### src/rtl/return_pkg.sv
// Shared types and widths for the return packer: FSM states, accumulator and byte sizes.
// Count is one bit wider than a nibble so that a flush from 13 valid bits can pad to 16.
package return_pkg;
  localparam int ACC_W  = 16;
  localparam int BYTE_W = 8;
  localparam int CNT_W  = 5;

  typedef enum logic {
    ACCUM = 1'b0,
    PUSH  = 1'b1
  } state_t;
endpackage

### src/rtl/return_fifo.sv
// First-word-fall-through byte queue: head visible the edge after the write lands, zero when empty.
// Backpressure: wr_rdy drops when full unless the head is being popped on the same edge.
module return_fifo
  import return_pkg::*;
#(
  parameter int DEPTH = 4
) (
  input  logic              clk,
  input  logic              rst,
  input  logic              wr_vld,
  input  logic [BYTE_W-1:0] wr_dat,
  output logic              wr_rdy,
  output logic              rd_vld,
  output logic [BYTE_W-1:0] rd_dat,
  input  logic              rd_rdy
);
  localparam int PTR_W = $clog2(DEPTH);
  localparam logic [PTR_W:0] FULL_OCC = (PTR_W + 1)'(DEPTH);

  logic [BYTE_W-1:0] mem [DEPTH];
  logic [PTR_W-1:0]  wr_ptr;
  logic [PTR_W-1:0]  rd_ptr;
  logic [PTR_W:0]    occ;
  logic              push;
  logic              pop;

  assign rd_vld = (occ != '0);
  assign wr_rdy = (occ != FULL_OCC) || (rd_vld && rd_rdy);
  assign push   = wr_vld && wr_rdy;
  assign pop    = rd_vld && rd_rdy;
  assign rd_dat = rd_vld ? mem[rd_ptr] : '0;

  always_ff @(posedge clk) begin
    if (push) mem[wr_ptr] <= wr_dat;
  end

  // Pointers are PTR_W bits wide, so wrap modulo DEPTH is implicit.
  always_ff @(posedge clk) begin
    if (rst) begin
      wr_ptr <= '0;
      rd_ptr <= '0;
      occ    <= '0;
    end else begin
      if (push) wr_ptr <= wr_ptr + 1'b1;
      if (pop)  rd_ptr <= rd_ptr + 1'b1;
      case ({push, pop})
        2'b10:   occ <= occ + 1'b1;
        2'b01:   occ <= occ - 1'b1;
        default: occ <= occ;
      endcase
    end
  end
endmodule

### src/rtl/return_packer.sv
// Packs 1-bit and 5-bit child returns LSB-first into bytes; a completed byte reaches the output two edges after its last bit.
// Backpressure: in_ready low while a full byte waits in the accumulator; a full FIFO stalls the push.
module return_packer
  import return_pkg::*;
#(
  parameter int DEPTH = 4
) (
  input  logic              _clock,
  input  logic              _reset,
  input  logic              i,
  input  logic              i_valid,
  input  logic [4:0]        bus_i,
  input  logic              bus_valid,
  input  logic              flush,
  output logic              in_ready,
  output logic [BYTE_W-1:0] return_dat,
  output logic              return_par,
  output logic              return_valid,
  input  logic              out_ready
);
  localparam logic [CNT_W-1:0] ONE_BYTE  = CNT_W'(BYTE_W);
  localparam logic [CNT_W-1:0] TWO_BYTES = CNT_W'(2 * BYTE_W);

  state_t           state;
  logic [ACC_W-1:0] acc;
  logic [CNT_W-1:0] cnt;
  logic [ACC_W-1:0] add_val;
  logic [CNT_W-1:0] add_len;
  logic [CNT_W-1:0] cnt_sum;
  logic [CNT_W-1:0] cnt_new;
  logic             push_rdy;

  // Bus bits land first, the single bit sits just above them.
  always_comb begin
    add_val = '0;
    add_len = '0;
    if (bus_valid) begin
      add_val = ACC_W'(bus_i);
      add_len = CNT_W'(5);
      if (i_valid) begin
        add_val = ACC_W'({i, bus_i});
        add_len = CNT_W'(6);
      end
    end else if (i_valid) begin
      add_val = ACC_W'(i);
      add_len = CNT_W'(1);
    end
    cnt_sum = cnt + add_len;
    cnt_new = cnt_sum;
    if (flush && (cnt_sum[2:0] != 3'd0)) cnt_new = {cnt_sum[CNT_W-1:3] + 1'b1, 3'b000};
  end

  // Bits above cnt are always zero, so OR-in and zero-padding need no masking.
  always_ff @(posedge _clock) begin
    if (_reset) begin
      state    <= ACCUM;
      acc      <= '0;
      cnt      <= '0;
      in_ready <= 1'b1;
    end else begin
      case (state)
        ACCUM: begin
          acc <= acc | (add_val << cnt[2:0]);
          cnt <= cnt_new;
          if (cnt_new >= ONE_BYTE) begin
            state    <= PUSH;
            in_ready <= 1'b0;
          end
        end
        PUSH: begin
          if (push_rdy) begin
            acc <= acc >> BYTE_W;
            cnt <= cnt - ONE_BYTE;
            if (cnt < TWO_BYTES) begin
              state    <= ACCUM;
              in_ready <= 1'b1;
            end
          end
        end
      endcase
    end
  end

  return_fifo #(.DEPTH(DEPTH)) u_fifo (
    .clk    (_clock),
    .rst    (_reset),
    .wr_vld (state == PUSH),
    .wr_dat (acc[BYTE_W-1:0]),
    .wr_rdy (push_rdy),
    .rd_vld (return_valid),
    .rd_dat (return_dat),
    .rd_rdy (out_ready)
  );

  assign return_par = ^return_dat;
endmodule

### config.mk
export PLATFORM = sky130hd
export DESIGN_NAME = return_packer
export DESIGN_NICKNAME = d
export VERILOG_FILES = /design/src/rtl/return_pkg.sv /design/src/rtl/return_fifo.sv /design/src/rtl/return_packer.sv
export SDC_FILE = /design/constraint.sdc
export NUM_CORES = 1
export LEC_CHECK = 0
export CORE_MARGIN = 10
export CORE_UTILIZATION = 45
export CTS_CLUSTER_SIZE = 40
export DETAILED_ROUTE_END_ITERATION = 12
export PLACE_DENSITY = 0.76
export SETUP_SLACK_MARGIN = 0.02
export SLEW_MARGIN = 5
export SYNTH_ARGS = -nofsm -noshare
export SYNTH_HDL_FRONTEND = slang
export SYNTH_SLANG_ARGS = --single-unit
### constraint.sdc
create_clock -name _clock -period 4.87 [get_ports _clock]
set_clock_uncertainty 0.1 [all_clocks]
set_input_delay 0.487 -clock _clock [delete_from_list [all_inputs] [get_ports _clock]]
set_output_delay 0.487 -clock _clock [all_outputs]
set_load 0.01 [all_outputs]
; Word level (Yosys, flattened, before mapping)
; Memories as Yosys holds them, arrays and structs flattened. A register that Yosys moved wholly into a read port is not among the register bits.
; Cells that the tools add are included.
[op_classes]
bitwise = 2
eq_ne = 6
addsub = 7
mux = 25
order_cmp = 2
shift = 1
reduce_logical = 9
[op_table]
columns = cell, count
row1 = $pmux 16 s2, 1
row2 = $mux 16, 1
row3 = $or 16x16->16, 1
row4 = $shl 16x3->16, 1
row5 = $mux 5, 3
row6 = $mux 6, 2
row7 = $mux 1, 10
row8 = $pmux 5 s2, 1
row9 = $mux 8, 1
row10 = $reduce_xor 8->1, 1
row11 = $add 2x1->2 const B, 3
row12 = $mux 2, 3
row13 = $pmux 3 s2, 1
row14 = $reduce_bool 3->1, 2
row15 = $add 5x5->5, 1
row16 = $ge 5x4->1 const B, 1
row17 = $lt 5x5->1 const B, 1
row18 = $sub 5x4->5 const B, 1
row19 = $ne 2x1->1 const B, 2
row20 = $pmux 1 s2, 2
row21 = $add 3x1->3 const B, 1
row22 = $logic_and 1x1->1, 3
row23 = $ne 3x3->1 const B, 1
row24 = $reduce_and 3->1, 1
row25 = 7 further kinds, 7
[word_totals]
memories = 1
out_inout_bits = 11
inputBits = 12
ram_bits = 32
wordCells = 60
regBits = 30
[memory_table]
columns = memory, words, word_bits, read_ports, rd_ports_with_merged_regs, wr, line_no
row1 = u_fifo.mem, 4, 8, 1, 1, 1, return_fifo.sv:20  ; logic [BYTE_W-1:0] mem [DEPTH];

; Longest topological paths before layout
[depth]
ltp_word = 9
mapped_depth = 10
depth_no_buf = 10

; Modules after synthesis
; Synthesis repeated with hierarchy kept, for this count alone.
[hier_totals]
cells_unflattened = 264
hier_area_um2 = 3002.9
[modules_own_cells]
columns = module, cells_per_inst, instances, seq_area_each_um2, area_each_um2
row1 = return_fifo, 115, 1, 1141.1, 1737.9
row2 = return_packer, 149, 1, 400.4, 1265.0

; Worst setup path after synthesis
; Ideal clock, no wire load.
[synth_path]
kind = input to register
from = input port out_ready
to = register u_fifo.occ[2]
cell_stages = 10
slack_ns = 2.237
arrival_time_ns = 2.463
cell_sequence = nor4b_2 nor2b_1 inv_1 buf_2 ha_1 inv_1 fa_1 xor2_1 or3_1 a21oi_1
[synth_between]
elab_chain_cells = 5
elab_cells_between_ends = 7
classes_between = eq/ne (2) / mux (1) / reduce/logical (4)
[synth_lines]
columns = item, line_no
row1 = from (decl), return_packer.sv:19  ; input logic out_ready
row2 = $logic_and 1x1->1 (*), "return_fifo.sv:28, return_fifo.sv:30"
row3 = $logic_or 1x1->1, return_fifo.sv:28  ; assign wr_rdy = (occ != FULL_OCC) || (rd_vld && rd_rdy);
row4 = $logic_and 1x1->1, return_fifo.sv:29  ; assign push = wr_vld && wr_rdy;
row5 = $eq 2x1->1 or $eq 2x2->1 (tied branches), return_fifo.sv:46  ; case ({push, pop})
row6 = $pmux 3 s2 or $reduce_bool 2->1 (tied branches), -
row7 = to (signal assigned), return_fifo.sv:47  ; 2'b10: occ <= occ + 1'b1;
row8 = to (signal assigned), return_fifo.sv:48  ; 2'b01: occ <= occ - 1'b1;
row9 = to (decl), return_fifo.sv:23  ; logic [PTR_W:0] occ;
; Mark *: on every way between the ends. The rest lies on a longest branch, timed or not.
; A chain may end at the register's enable or synchronous reset.

==> results.py <==
metrics = {
    "synthesis": {
        "synth_warnings": 0,
        "synth_cell_types": 45,
        "syn-num-nets": 277,
        "synthFlopType": "edfxtp_1",
        "synth_compound_area_frac": 0.0930,
        "netlist_instances": 254,
        "syn-cell-area_sq_um": 2920,
        "avgSynthCellArea_sq_um": 11.5,
        "synth_edf_count": 32,
        "synth.mux.area_fraction": 0.0870,
        "synth_simple_gate_area_share": 0.146,
        "ys_seq_elements": 61,
        "synth_top_family_by_area": "simple AND/OR/NAND/NOR gates",
        "async_flop_share": 0,
        "synthXorXnorAreaFrac": 0.0592,
        "synthAdderAreaFrac": 0.0523,
        "seq_area_frac_synth": 0.528,
    },
    "flow_run": {
        "maxCapViolations": 0,
    },
    "place": {
        "placed_cells": 340,
        "io_buffers": 22,
        "gp_congestion": 0.849,
        "dp_hpwl_um": 3720,
    },
    "sta": {
        "finalCritPeriodShare": 0.697,
        "max_freq_mhz": 295,
        "setup_viol_count_final": 0,
        "relSlewSlack": 0.334,
        "hold_violations": 0,
        "tns_ps": 0,
        "drv_slew": 0,
        "max_slew.worst_pin.slew_ps": 996,
        "rsz0062_at_grt": "no",
        "final.min_clock_period_ps": 3390,
    },
    "pwr": {
        "combPwrFrac": 0.379,
        "vdd_drop_max_mv": 0.399,
        "p_sw_frac": 0.323,
        "p_seq_frac": 0.388,
        "powerDensity_nw_per_um2": 592,
        "p_clk_frac": 0.233,
        "switchingPower_mw": 0.645,
        "leakagePower_nw": 1.17,
        "intPower_mw": 1.35,
    },
    "clock_tree": {
        "cts_resized": 0,
        "cts.sinks": 61,
        "root_buffer": "clkbuf_8",
        "htreeDepth": 3,
        "tritoncts": "yes",
        "clk_pin_slew_worst_paths_ps": 70,
        "hold_buffers": 0,
        "cts.path.max_buffers": 2,
        "cts_buffers": 9,
        "clock_latency_ps": 330,
        "post_cts_buffers": 0,
    },
    "die": {
        "rows": 29,
        "fp.coreArea_sq_um": 6310,
        "pin_count": 23,
        "initial_core_util": 0.462,
        "dieArea_sq_um": 10100,
        "die_h_um": 101,
        "die_w_um": 101,
    },
    "routing": {
        "ant_nets": 0,
        "wl_met2_um": 2460,
        "drt-met1-wl_um": 2260,
        "wl_met3_um": 353,
        "top_layer_used": "met4",
        "drt_pass1_iterations": 4,
        "num_vias": 1952,
        "vias_per_cell": 5.48,
        "wl_per_cell_um": 14.6,
        "drc_errors": 0,
        "wl_um": 5200,
        "drt-initial-drc-count": 114,
    },
    "setup_path": {
        "worst_ep_required_time_ps": 4280,
        "path_common_cell": "xnor2_1",
        "critical_path.top_delay_family": "multiplexers",
        "end_kind": "output pin",
        "path_max_fanout": 8,
        "crit_type": "flip-flop to output pin",
        "worstPathCellList": "mux4_1 > xnor2_2 > xnor2_1 > xnor2_1 > and2_1 > clkdlybuf4s50_1",
        "cp_slowest_stage_delay_ps": 710,
        "start_kind": "flip-flop",
        "crit_arrival_ps": 2810,
        "slowest_stage": "mux4_1",
        "crit_buf_inv": 1,
    },
    "layout": {
        "fin_cells": 356,
        "final_nets": 297,
        "nFillCells": 554,
        "layout_common_cells": "edfxtp_1 (32), dfxtp_1 (29), nor2_1 (25)",
        "areaGrowthSynthToFinish_pct": 15.7,
        "n_antenna_cell": 0,
        "drive_above_1_share": 0.0932,
        "post-route-util": 0.535,
        "final_common_cell": "edfxtp_1",
    },
    "global_route": {
        "grt_overflow": 0,
        "grt_pass1_wl_um": 8720,
        "grt_pass1_vias": 1873,
        "grt_start_max_net_pins": 29,
        "track_usage": 0.107,
        "grt_antenna_before_repair": 0,
    },
    "outcome": {
        "status": "finished clean",
    },
    "min_path": {
        "min_path_type": "flip-flop to flip-flop",
    },
}
[synthesized netlist by cell type (2+ instances only)]
master,number,area (sq um)
xor2_1,8,70.1
inv_1,10,37.5
fa_1,2,40.0
nor2b_1,3,18.8
clkbuf_1,7,26.3
dfxtp_1,29,581
a31oi_1,5,31.3
mux2_2,3,33.8
nor3_1,3,15.0
a32oi_1,5,43.8
o21a_1,3,22.5
o21ai_0,7,35.0
edfxtp_1,32,961
mux4_1,2,52.6
buf_1,2,7.51
a21oi_1,13,65.1
xnor2_2,2,32.5
nand3b_1,2,15.0
ha_1,9,113
nor2_1,25,93.8
mux4_2,7,158
and2_1,14,87.6
nand2_1,22,82.6
xnor2_1,8,70.1
a211oi_1,2,15.0
nand3_1,7,35.0
or3_1,2,12.5
buf_2,2,10.0
nor3b_1,2,15.0
[cell type report]
cell class	count	area, sq um	area share
tap	77	96.3	0.0285
clock inverter	7	80.1	0.0237
sequential	61	1540	0.456
multi-input combinational	170	1280	0.378
timing repair buffer	22	220	0.0652
clock buffer	9	124	0.0367
inverter	10	37.5	0.0111
[worst register-to-register path, stage by stage (launching register included)]
cell and delay (ps):
dfxtp_1 340, nor4b_2 540, nor2b_1 300, inv_1 450
ha_1 280, inv_1 60, fa_1 370, xor2_1 150
or3_1 300, a21oi_1 140
[kinds of logic (layout without fill, tap and decap cells)]
family,after synthesis,after routing
flip-flops,61,61
multiplexers,13,13
buffers and inverters,23,48
XOR/XNOR,18,18
AND/OR/NAND/NOR,86,86
adder cells (fa/ha/maj),11,11
AO/OA/AOI/OAI,42,42
[stage by stage]
step,setup WS (ps),total power [mW],instance area [sq um],hold WS [ps]
2_1_floorplan,2240,1.33,2920,349
3_3_place_gp,1370,1.54,3170,375
3_5_place_dp,1220,1.56,3170,378
4_1_cts,1400,2.02,3380,395
5_1_grt,1280,2.13,3380,424
6_report,1480,2.00,3380,391
[sequential cells by signal (all words and copies together) (netlist names), named ones only]
name / flops
acc: 13
u_fifo.wr_ptr: 2
u_fifo.rd_ptr: 2
u_fifo.occ: 3
u_fifo.mem: 32
cnt: 5
in_ready: 1
state: 1
[power by group through the flow]
| stage | clock network [mW] | logic [mW] | registers (mW) |
|---|---|---|---|
| 2_1_floorplan | 0 | 0.603 | 0.725 |
| 3_3_place_gp | 0 | 0.756 | 0.781 |
| 3_5_place_dp | 0 | 0.772 | 0.788 |
| 4_1_cts | 0.472 | 0.775 | 0.777 |
| 5_1_grt | 0.494 | 0.843 | 0.792 |
| 6_report | 0.465 | 0.758 | 0.775 |
[routing by layer]
layer	vias to the layer above	GRT usage
li1	955	-
met1	923	0.122
met2	63	0.174
met3	11	0.0316
met4	0	0.0652
met5	-	0
[path summary, 6_finish.rpt]
| check | from | depth (start not counted) | endpoint | slack [ps] |
|---|---|---|---|---|
| worst max register to register | u_fifo.occ[0] | 9 | u_fifo.occ[2] | 1750 |
| worst max-delay path | flip-flop | 6 | return_par | 1480 |
| worst min register to register | acc[9] | 2 | acc[1] | 390 |
| worst min-delay path | acc[9] | 2 | acc[1] | 390 |
Power figures use the tool's default switching activity.
